File: src/rtl/step_sequencer_if.sv
// Control/datapath bundle between the step sequencer and the core it drives.
// The sequencer side uses master; the datapath, ROM and debug host use slave.
interface step_sequencer_if #(
    parameter int BIT_WIDTH  = 4,
    parameter int INST_WIDTH = 8
);
    logic                  run;
    logic                  step_req;
    logic [INST_WIDTH-1:0] inst_in;
    logic                  alu_cout;
    logic [BIT_WIDTH-1:0]  pc;
    logic [INST_WIDTH-1:0] ir;
    logic                  ir_load;
    logic                  alu_en;
    logic                  reg_we;
    logic                  carry_flag;
    logic                  step_done;
    logic                  busy;
    logic                  halted;

    modport master (
        input  run,
        input  step_req,
        input  inst_in,
        input  alu_cout,
        output pc,
        output ir,
        output ir_load,
        output alu_en,
        output reg_we,
        output carry_flag,
        output step_done,
        output busy,
        output halted
    );

    modport slave (
        output run,
        output step_req,
        output inst_in,
        output alu_cout,
        input  pc,
        input  ir,
        input  ir_load,
        input  alu_en,
        input  reg_we,
        input  carry_flag,
        input  step_done,
        input  busy,
        input  halted
    );
endinterface

File: src/rtl/step_sequencer.sv
// Multi-cycle FETCH/DECODE/EXEC/WRITE control FSM owning pc, ir and carry.
// Supports free-running and single-step execution with self-jump halt detect.
module step_sequencer #(
    parameter int BIT_WIDTH    = 4,
    parameter int INST_WIDTH   = 8,
    parameter int OPCODE_WIDTH = 2
) (
    input  logic             clk,
    input  logic             rst,
    step_sequencer_if.master bus
);
    localparam int TGT_W = INST_WIDTH - OPCODE_WIDTH;

    typedef enum logic [2:0] {
        S_IDLE,
        S_FETCH,
        S_DECODE,
        S_EXEC,
        S_WRITE,
        S_HALT
    } state_t;

    state_t                  state;
    logic [BIT_WIDTH-1:0]    pc_q;
    logic [INST_WIDTH-1:0]   ir_q;
    logic                    carry_q;
    logic                    step_q;
    logic                    stepped;
    logic                    ir_load_q;
    logic                    alu_en_q;
    logic                    reg_we_q;
    logic                    step_done_q;
    logic                    busy_q;
    logic                    halted_q;

    logic [OPCODE_WIDTH-1:0] opcode;
    logic                    is_jmp;
    logic                    is_jc;
    logic                    is_alu;
    logic [BIT_WIDTH-1:0]    target;
    logic [BIT_WIDTH-1:0]    pc_inc;
    logic [BIT_WIDTH-1:0]    pc_next;
    logic                    self_jmp;
    logic                    step_rise;

    assign opcode = ir_q[INST_WIDTH-1 -: OPCODE_WIDTH];
    assign is_jmp = opcode[OPCODE_WIDTH-1];
    assign is_jc  = !opcode[OPCODE_WIDTH-1]
                  && opcode[OPCODE_WIDTH-2];
    assign is_alu = !opcode[OPCODE_WIDTH-1]
                  && !opcode[OPCODE_WIDTH-2];

    // Jump field is truncated or zero-extended to the pc width.
    if (TGT_W >= BIT_WIDTH) begin : g_tgt_trunc
        assign target = ir_q[BIT_WIDTH-1:0];
    end else begin : g_tgt_ext
        assign target = {{(BIT_WIDTH-TGT_W){1'b0}},
                         ir_q[TGT_W-1:0]};
    end

    assign pc_inc    = pc_q + BIT_WIDTH'(1);
    assign self_jmp  = is_jmp && (target == pc_q);
    assign step_rise = bus.step_req && !step_q;

    always_comb begin
        pc_next = pc_inc;
        unique case (1'b1)
            is_jmp:  pc_next = target;
            is_jc:   pc_next = carry_q ? target : pc_inc;
            is_alu:  pc_next = pc_inc;
            default: pc_next = pc_inc;
        endcase
    end

    // Strobes are registered one edge ahead so each is high
    // exactly during the state it belongs to.
    always_ff @(posedge clk) begin
        if (!rst) begin
            state       <= S_IDLE;
            pc_q        <= '0;
            ir_q        <= '0;
            carry_q     <= 1'b0;
            step_q      <= 1'b1;
            stepped     <= 1'b0;
            ir_load_q   <= 1'b0;
            alu_en_q    <= 1'b0;
            reg_we_q    <= 1'b0;
            step_done_q <= 1'b0;
            busy_q      <= 1'b0;
            halted_q    <= 1'b0;
        end else begin
            step_q      <= bus.step_req;
            ir_load_q   <= 1'b0;
            alu_en_q    <= 1'b0;
            reg_we_q    <= 1'b0;
            step_done_q <= 1'b0;
            unique case (state)
                S_IDLE: begin
                    if (bus.run || step_rise) begin
                        state     <= S_FETCH;
                        stepped   <= !bus.run;
                        ir_load_q <= 1'b1;
                        busy_q    <= 1'b1;
                    end
                end
                S_FETCH: begin
                    ir_q  <= bus.inst_in;
                    state <= S_DECODE;
                end
                S_DECODE: begin
                    alu_en_q <= is_alu;
                    state    <= S_EXEC;
                end
                S_EXEC: begin
                    if (is_alu) begin
                        carry_q <= bus.alu_cout;
                    end
                    reg_we_q    <= is_alu;
                    step_done_q <= stepped;
                    state       <= S_WRITE;
                end
                S_WRITE: begin
                    pc_q <= pc_next;
                    if (self_jmp) begin
                        state    <= S_HALT;
                        busy_q   <= 1'b0;
                        halted_q <= 1'b1;
                    end else if (!stepped && bus.run) begin
                        state     <= S_FETCH;
                        ir_load_q <= 1'b1;
                    end else begin
                        state  <= S_IDLE;
                        busy_q <= 1'b0;
                    end
                end
                S_HALT: begin
                    state <= S_HALT;
                end
                default: begin
                    state  <= S_IDLE;
                    busy_q <= 1'b0;
                end
            endcase
        end
    end

    assign bus.pc         = pc_q;
    assign bus.ir         = ir_q;
    assign bus.ir_load    = ir_load_q;
    assign bus.alu_en     = alu_en_q;
    assign bus.reg_we     = reg_we_q;
    assign bus.carry_flag = carry_q;
    assign bus.step_done  = step_done_q;
    assign bus.busy       = busy_q;
    assign bus.halted     = halted_q;
endmodule
File: src/flat_wrapper.sv
// flat-port wrapper written by rule: the top's interface ports become plain ports
module step_sequencer_flat 
#(
    parameter int BIT_WIDTH    = 4,
    parameter int INST_WIDTH   = 8,
    parameter int OPCODE_WIDTH = 2
)
  (clk, rst, bus_run, bus_step_req, bus_inst_in, bus_alu_cout, bus_pc, bus_ir, bus_ir_load, bus_alu_en, bus_reg_we, bus_carry_flag, bus_step_done, bus_busy, bus_halted);
  step_sequencer_if #(.BIT_WIDTH(BIT_WIDTH), .INST_WIDTH(INST_WIDTH)) bus_i ();
  input  logic clk;
  input  logic rst;
  input wire logic [$bits(bus_i.run)-1:0] bus_run;
  input wire logic [$bits(bus_i.step_req)-1:0] bus_step_req;
  input wire logic [$bits(bus_i.inst_in)-1:0] bus_inst_in;
  input wire logic [$bits(bus_i.alu_cout)-1:0] bus_alu_cout;
  output wire logic [$bits(bus_i.pc)-1:0] bus_pc;
  output wire logic [$bits(bus_i.ir)-1:0] bus_ir;
  output wire logic [$bits(bus_i.ir_load)-1:0] bus_ir_load;
  output wire logic [$bits(bus_i.alu_en)-1:0] bus_alu_en;
  output wire logic [$bits(bus_i.reg_we)-1:0] bus_reg_we;
  output wire logic [$bits(bus_i.carry_flag)-1:0] bus_carry_flag;
  output wire logic [$bits(bus_i.step_done)-1:0] bus_step_done;
  output wire logic [$bits(bus_i.busy)-1:0] bus_busy;
  output wire logic [$bits(bus_i.halted)-1:0] bus_halted;
  assign bus_i.run = bus_run;
  assign bus_i.step_req = bus_step_req;
  assign bus_i.inst_in = bus_inst_in;
  assign bus_i.alu_cout = bus_alu_cout;
  assign bus_pc = bus_i.pc;
  assign bus_ir = bus_i.ir;
  assign bus_ir_load = bus_i.ir_load;
  assign bus_alu_en = bus_i.alu_en;
  assign bus_reg_we = bus_i.reg_we;
  assign bus_carry_flag = bus_i.carry_flag;
  assign bus_step_done = bus_i.step_done;
  assign bus_busy = bus_i.busy;
  assign bus_halted = bus_i.halted;
  step_sequencer #(.BIT_WIDTH(BIT_WIDTH), .INST_WIDTH(INST_WIDTH), .OPCODE_WIDTH(OPCODE_WIDTH)) u_core (.clk(clk), .rst(rst), .bus(bus_i));
endmodule
File: config.mk
export PLATFORM = sky130hd
export DESIGN_NAME = step_sequencer_flat
export DESIGN_NICKNAME = d
export VERILOG_FILES = /design/src/rtl/step_sequencer_if.sv /design/src/rtl/step_sequencer.sv /design/src/flat_wrapper.sv
export SDC_FILE = /design/constraint.sdc
export NUM_CORES = 1
export LEC_CHECK = 0
export ABC_AREA = 1
export BUFFER_PORTS_ARGS = -buffer_cell sky130_fd_sc_hd__buf_4
export CAP_MARGIN = 20
export CELL_PAD_IN_SITES_DETAIL_PLACEMENT = 0
export CELL_PAD_IN_SITES_GLOBAL_PLACEMENT = 1
export CORE_ASPECT_RATIO = 0.9
export CORE_UTILIZATION = 35
export CTS_BUF_LIST = sky130_fd_sc_hd__clkbuf_2
export DETAILED_ROUTE_END_ITERATION = 10
export PLACE_DENSITY = 0.85
export SYNTH_ARGS = -nofsm -noshare
export SYNTH_HDL_FRONTEND = slang
export SYNTH_SLANG_ARGS = --single-unit
File: constraint.sdc
create_clock -name clk -period 2.65 [get_ports clk]
set_input_delay 0 -clock clk [delete_from_list [all_inputs] [get_ports clk]]
set_output_delay 0 -clock clk [all_outputs]
set_load 0.01 [all_outputs]
Word level (Yosys, flattened, before mapping)
Cells that the tools add are included.
Widths: inputs -> output; s select.
Cells by class
  reductions and logical operators: 19
  $mul: 0
  divide/modulo/power cells: 0
  shift-type cells: 0
  mux-type cells: 14
  $add $sub $neg: 1
  bitwise logic cells: 1
  $lt $le $gt $ge: 0
  equal/unequal tests: 8
Operators by type and width (number)
  $pmux 3 s6: 1
  $reduce_and 2->1: 5
  $pmux 4 s2: 1
  $mux 1: 7
  $eq 3x2->1 const B: 2
  $eq 3x3->1 const B: 2
  $mux 3: 2
  $logic_and 1x1->1: 5
  $logic_not 1->1: 5
  $add 4x1->4 const B: 1
  $eq 4x4->1: 1
  $mux 4: 1
  $reduce_or 4->1: 1
  $eq 3x1->1 const B: 1
  $logic_not 3->1: 1
  $ne 3x2->1 const B: 1
  $pmux 1 s3: 1
  $reduce_and 3->1: 1
  $ne 2x1->1 const B: 1
  $pmux 1 s2: 1
  $logic_or 1x1->1: 1
  $not 1->1: 1
Storage, ports and cells
  output and inout port bits: 19
  word-level logic and storage cells: 55
  latch bits: 0
  bits of input ports: 13
  memories: 0
  memory bits (writable): 0
  bits in read-only memories: 0
  bits in registers: 24

Depth between registers and ports, before layout
  depth after elaboration: 5
  depth in mapped cells: 9
  depth with buffers taken out: 9

Worst setup path before layout
OpenSTA, ideal clock, no wires.
  kind: reg2reg
  start: register u_core.pc_q[0], in the netlist u_core.bus.pc[0]
  end: register u_core.busy_q, in the netlist u_core.bus.busy
  clock period less this slack: 1.166 ns
  arrival time: 1.051 ns
  required time: 2.535 ns
  buffers on the path: 0
  slack: 1.484 ns
  cell stages (with the launch flop): 10
  setup time: 0.115 ns
  path through: dfxtp_1 inv_1 nand2_1 nand2_1 nor2_1 nand3_1 nand2_1 nand3_1 nand2_1 nor2_1
On the way
  longest elaborated chain between the ends: 4
  elaborated cells between the ends (all ways): 6
  those cells by class: eq/ne (2); mux (2); reduce/logical (2)
RTL lines
  from (decl): RTL line step_sequencer.sv:24  | logic [BIT_WIDTH-1:0] pc_q;
  from (signal assigned): RTL line step_sequencer.sv:123  | pc_q <= pc_next;
  $eq 4x4->1 *: RTL line step_sequencer.sv:62  | assign self_jmp = is_jmp && (target == pc_q);
  $logic_and 1x1->1 *: RTL line step_sequencer.sv:62
  $ne 3x2->1 (no line) or $mux 1 (tied branches)
  $reduce_and 3->1 (no line) or $pmux 1 s3 (tied branches)
  to (signal assigned): RTL line step_sequencer.sv:89  | busy_q <= 1'b0;
  to (signal assigned): RTL line step_sequencer.sv:103  | busy_q <= 1'b1;
  to (signal assigned): RTL line step_sequencer.sv:126  | busy_q <= 1'b0;
  to (decl): RTL line step_sequencer.sv:33  | logic busy_q;
Mark *: on every way between the ends. The rest lies on a longest branch, timed or not.
A chain may end at the register's enable or synchronous reset.

Worst setup path in the final report
  start: register u_core.state[1]
  end: register u_core.ir_q[0], in the netlist u_core.bus.ir[0]
On the way
  longest elaborated chain between the ends: 1
RTL lines
  from (decl): RTL line step_sequencer.sv:23  | state_t state;
  from (signal assigned): RTL line step_sequencer.sv:79  | state <= S_IDLE;
  from (signal assigned): RTL line step_sequencer.sv:100  | state <= S_FETCH;
  from (signal assigned): RTL line step_sequencer.sv:108  | state <= S_DECODE;
  $eq 3x1->1: RTL line step_sequencer.sv:97  | unique case (state)
  to (signal assigned): RTL line step_sequencer.sv:107  | ir_q <= bus.inst_in;
  to (decl): RTL line step_sequencer.sv:25  | logic [INST_WIDTH-1:0] ir_q;
Every way passes these cells.

==> run_summary.xml <==
<?xml version="1.0" encoding="UTF-8"?>
<metrics>
  <group name="run_status">
    <metric name="outcome" unit="">completed</metric>
  </group>
  <group name="die">
    <metric name="starting_density_of_the_core" unit="">0.377</metric>
    <metric name="total_i_o_pin_count" unit="">32</metric>
    <metric name="floorplan.die.width" unit="microns">60.1</metric>
    <metric name="placement_rows" unit="">18</metric>
    <metric name="chipHeight" unit="microns">54.3</metric>
    <metric name="floorplan.die_area" unit="sq um">3260</metric>
    <metric name="core_area" unit="sq um">2820</metric>
  </group>
  <group name="global_routing">
    <metric name="grt_first_pass_wirelength" unit="microns">4190</metric>
    <metric name="antenna_violations_before_repair" unit="">0</metric>
    <metric name="gr-total-overflow" unit="">0</metric>
    <metric name="groute.layer.met1.usage" unit="">0.215</metric>
    <metric name="groute.usage.overall" unit="">0.173</metric>
    <metric name="grt_busiest_layer" unit="">met2</metric>
    <metric name="met2_usage_grt" unit="">0.307</metric>
    <metric name="grt_pass1_vias" unit="">968</metric>
    <metric name="grt_start_max_net_pins" unit="">15</metric>
    <metric name="grtUsageMet3" unit="">0.0496</metric>
  </group>
  <group name="timing">
    <metric name="grt_setup_unrepaired" unit="">false</metric>
    <metric name="achievable_frequency" unit="MHz">605</metric>
    <metric name="report.final.slew_viol_count" unit="">0</metric>
    <metric name="fin_tns_setup" unit="ns">0</metric>
    <metric name="setup-violations-final" unit="">0</metric>
    <metric name="hold_viol_final" unit="">0</metric>
    <metric name="tightest_slew" unit="ns">0.423</metric>
    <metric name="layout_worst_path_cycle_share" unit="">0.623</metric>
    <metric name="worst_slew_margin_rel" unit="">0.718</metric>
    <metric name="clock-skew-final" unit="ns">0.0195</metric>
    <metric name="timing.final.crit_period" unit="ns">1.65</metric>
  </group>
  <group name="synth">
    <metric name="synth_area_leaders" unit="">sky130_fd_sc_hd__dfxtp_1 45%, sky130_fd_sc_hd__nand2_1 11%, sky130_fd_sc_hd__a21oi_1 9.4%</metric>
    <metric name="syn-num-nets" unit="">158</metric>
    <metric name="post_synth_num_cell_types" unit="">24</metric>
    <metric name="synthesis.instances" unit="">144</metric>
    <metric name="yosys_register_bits" unit="">24</metric>
    <metric name="yosysWarningCount" unit="">0</metric>
    <metric name="yosysTopAreaCellShare" unit="">0.452</metric>
    <metric name="synth_area_leader_cell" unit="">sky130_fd_sc_hd__dfxtp_1</metric>
    <metric name="synth_area" unit="sq um">1060</metric>
    <metric name="synth_seq_area_share" unit="">0.452</metric>
    <metric name="synth_area_per_cell" unit="sq um">7.38</metric>
  </group>
  <group name="finish">
    <metric name="fraction_of_layout_cells_with_a_size_suffix_above_1" unit="">0.228</metric>
    <metric name="area_growth" unit="%">38.5</metric>
    <metric name="num_antenna_cells" unit="">0</metric>
    <metric name="nets" unit="">204</metric>
    <metric name="area.sequential" unit="sq um">480</metric>
    <metric name="multi_input_combinational_cell_area" unit="sq um">473</metric>
    <metric name="filler_cell_count" unit="">289</metric>
  </group>
  <group name="clocking">
    <metric name="clk-insertion-delay-late" unit="ns">0.34</metric>
    <metric name="clock-root-buffer" unit="">sky130_fd_sc_hd__clkbuf_2</metric>
    <metric name="numCtsBuffers" unit="">3</metric>
    <metric name="cts.hold.buffers_added" unit="">13</metric>
    <metric name="clkSinkCount" unit="">24</metric>
    <metric name="cts_max_path_buffers" unit="">2</metric>
    <metric name="cts-htree-levels" unit="">1</metric>
    <metric name="post_cts_resized" unit="">0</metric>
    <metric name="count_of_buffers_added_by_post_cts_timing_repair_for_setup" unit="">0</metric>
    <metric name="clkTransAtPathRegs" unit="ns">0.23</metric>
    <metric name="tritoncts_clock_tree" unit="">done</metric>
  </group>
  <group name="route">
    <metric name="detail_route.vias_per_cell" unit="">4.61</metric>
    <metric name="drtPass1Iterations" unit="">4</metric>
    <metric name="drt-wirelength-per-cell" unit="microns">10.8</metric>
    <metric name="remaining_drc_errors" unit="">0</metric>
    <metric name="drt.antenna.violating_nets" unit="">0</metric>
    <metric name="detailedRoute.firstIterationViolations" unit="">10</metric>
    <metric name="wl" unit="microns">2470</metric>
    <metric name="vias" unit="">1056</metric>
  </group>
  <group name="critical_path">
    <metric name="critical_path.reg2reg.endpoint" unit="">u_core.bus.ir[0]$_SDFFE_PN0P_</metric>
    <metric name="type_of_the_setup_path_with_the_least_slack" unit="">flop to flop</metric>
    <metric name="critical_path.startpoint_type" unit="">flop</metric>
    <metric name="cp.required" unit="ns">2.92</metric>
    <metric name="timing.critical_path.arrival" unit="ns">1.92</metric>
    <metric name="reg2regPathDepth" unit="">7</metric>
    <metric name="reg2reg_slack" unit="ns">1.0</metric>
    <metric name="crit_start" unit="">u_core.state[1]$_SDFFE_PN0P_</metric>
    <metric name="critical_path.most_common_cell" unit="">sky130_fd_sc_hd__inv_2</metric>
    <metric name="critical_register_to_register_path_startpoint" unit="">u_core.state[1]$_SDFFE_PN0P_</metric>
    <metric name="critical-path-max-stage-delay" unit="ns">0.56</metric>
    <metric name="ordered_cell_list_for_the_critical_path" unit="">inv_2 &gt; nand2_1 &gt; inv_2 &gt; nand2_2 &gt; o21ai_1 &gt; dlygate4sd3_1 &gt; a21oi_1</metric>
    <metric name="worst_setup_ep_type" unit="">flop</metric>
    <metric name="worstPathMaxFanout" unit="">14</metric>
    <metric name="critPathSlowestCell" unit="">sky130_fd_sc_hd__dlygate4sd3_1</metric>
  </group>
  <group name="hold_path">
    <metric name="worst_hold_path.num_cells" unit="">4</metric>
    <metric name="origin_of_the_worst_min_delay_path" unit="">bus_run</metric>
    <metric name="hold_class" unit="">input pin to flop</metric>
    <metric name="timing.hold.worst_endpoint" unit="">u_core.stepped$_SDFFE_PN0P_</metric>
  </group>
  <group name="placed_design">
    <metric name="place.port_buffers" unit="">31</metric>
    <metric name="place.gp.congestion" unit="">0.784</metric>
    <metric name="dp_hpwl" unit="microns">1790</metric>
  </group>
  <group name="power_and_ir_drop">
    <metric name="cellLeakagePower" unit="nW">0.693</metric>
    <metric name="post-layout-total-power" unit="W">0.000756</metric>
    <metric name="vdd.ir_drop.worst" unit="mV">0.288</metric>
    <metric name="power_density" unit="nW/um^2">514</metric>
  </group>
  <group name="run">
    <metric name="drv.max_cap_violation_count" unit="">0</metric>
  </group>
</metrics>
cells by family after synthesis:
logic type                 synth area share
DFF                                   0.452
buffers and inverters                 0.102
xor gates and xnor gates             0.0247
AOI/OAI and AO/OA                     0.161
adders and majority gates            0.0118
and+or+nand+nor                       0.247
power breakdown:
part	switching (W)	internal [W]	total [W]
combinational	0.000108	0.0000914	0.000199
clock	0.000107	0.0000328	0.000139
sequential	0.0000244	0.000393	0.000417
critical path, delay by kind of cell, from the launching register on:
kind	cells	cell delay, ns
AND/OR/NAND/NOR	2	0.25
flip-flops	1	0.39
buffers and inverters	3	0.76
AO/OA/AOI/OAI	2	0.19
cell usage after synthesis:
cell type / instances
sky130_fd_sc_hd__nand2_1: 30
sky130_fd_sc_hd__dfxtp_1: 24
sky130_fd_sc_hd__a21oi_1: 20
sky130_fd_sc_hd__inv_1: 19
sky130_fd_sc_hd__nand3_1: 10
sky130_fd_sc_hd__o21ai_0: 10
sky130_fd_sc_hd__nor2_1: 9
sky130_fd_sc_hd__inv_2: 4
sky130_fd_sc_hd__nand3_2: 2
sky130_fd_sc_hd__xor2_1: 2
sky130_fd_sc_hd__a211oi_1: 1
sky130_fd_sc_hd__a221oi_1: 1
sky130_fd_sc_hd__buf_4: 1
sky130_fd_sc_hd__buf_6: 1
sky130_fd_sc_hd__clkbuf_1: 1
sky130_fd_sc_hd__ha_1: 1
sky130_fd_sc_hd__nand2_2: 1
sky130_fd_sc_hd__nand4_1: 1
sky130_fd_sc_hd__nand4_2: 1
sky130_fd_sc_hd__nor3_1: 1
sky130_fd_sc_hd__nor3_2: 1
sky130_fd_sc_hd__nor4_1: 1
sky130_fd_sc_hd__o21ai_1: 1
sky130_fd_sc_hd__xnor2_1: 1
per-layer routing:
metal	wire length [microns]	vias up
met5	0	-
met4	11	0
met3	100	2
met2	1210	19
met1	1140	480
li1	-	555
worst max-delay path by stage:
| stage | endpoint | slack (ns) |
|---|---|---|
| after global placement | u_core.bus.busy$_SDFFE_PN0P_ | 1.45 |
| final | u_core.bus.ir[0]$_SDFFE_PN0P_ | 1.0 |
| after detailed placement | u_core.bus.busy$_SDFFE_PN0P_ | 1.42 |
| after floorplan | u_core.bus.busy$_SDFFE_PN0P_ | 1.48 |
| after global routing | u_core.bus.ir[0]$_SDFFE_PN0P_ | 0.84 |
| after CTS | u_core.bus.ir[0]$_SDFFE_PN0P_ | 0.99 |
flip-flops by register name, summed over array words and instances, names as in the netlist:
name,count
u_core.bus.reg_we,1
u_core.bus.step_done,1
u_core.bus.carry_flag,1
u_core.bus.busy,1
u_core.bus.halted,1
u_core.bus.pc,4
u_core.state,3
u_core.step_q,1
u_core.stepped,1
u_core.bus.ir_load,1
u_core.bus.alu_en,1
u_core.bus.ir,8
area by class of cell:
class,instances,share of cell area
Sequential cell,24,0.327
Timing Repair Buffer,44,0.247
Clock buffer,3,0.0102
Tap cell,40,0.0340
Multi-Input combinational cell,94,0.321
Clock inverter,1,0.00255
Inverter,23,0.0587
per-stage QoR:
stage	util	instance area [sq um]	std cells	setup slack, ns	hold slack [ns]
floorplan	-	1060	144	1.48	0.0932
global placement	0.470	1320	212	1.45	0.184
detailed placement	0.470	1320	212	1.42	0.192
CTS	0.523	1470	229	0.987	0.0133
global route	0.523	1470	229	0.838	0.0361
finish	0.523	1470	229	0.998	0.0376
layout by cell type (no fill, tap or decap), drive strengths merged:
| master | n |
|---|---|
| clkinv | 1 |
| dlygate4sd3 | 13 |
| a21oi | 20 |
| clkbuf | 3 |
| ha | 1 |
| buf | 31 |
| nor4 | 1 |
| nand4 | 2 |
| a221oi | 1 |
| nor2 | 9 |
| nand2 | 31 |
| nand3 | 12 |
| dfxtp | 24 |
| xnor2 | 1 |
| o21ai | 11 |
| inv | 23 |
| a211oi | 1 |
| xor2 | 2 |
| nor3 | 2 |
(Power assumes the default switching activity.)
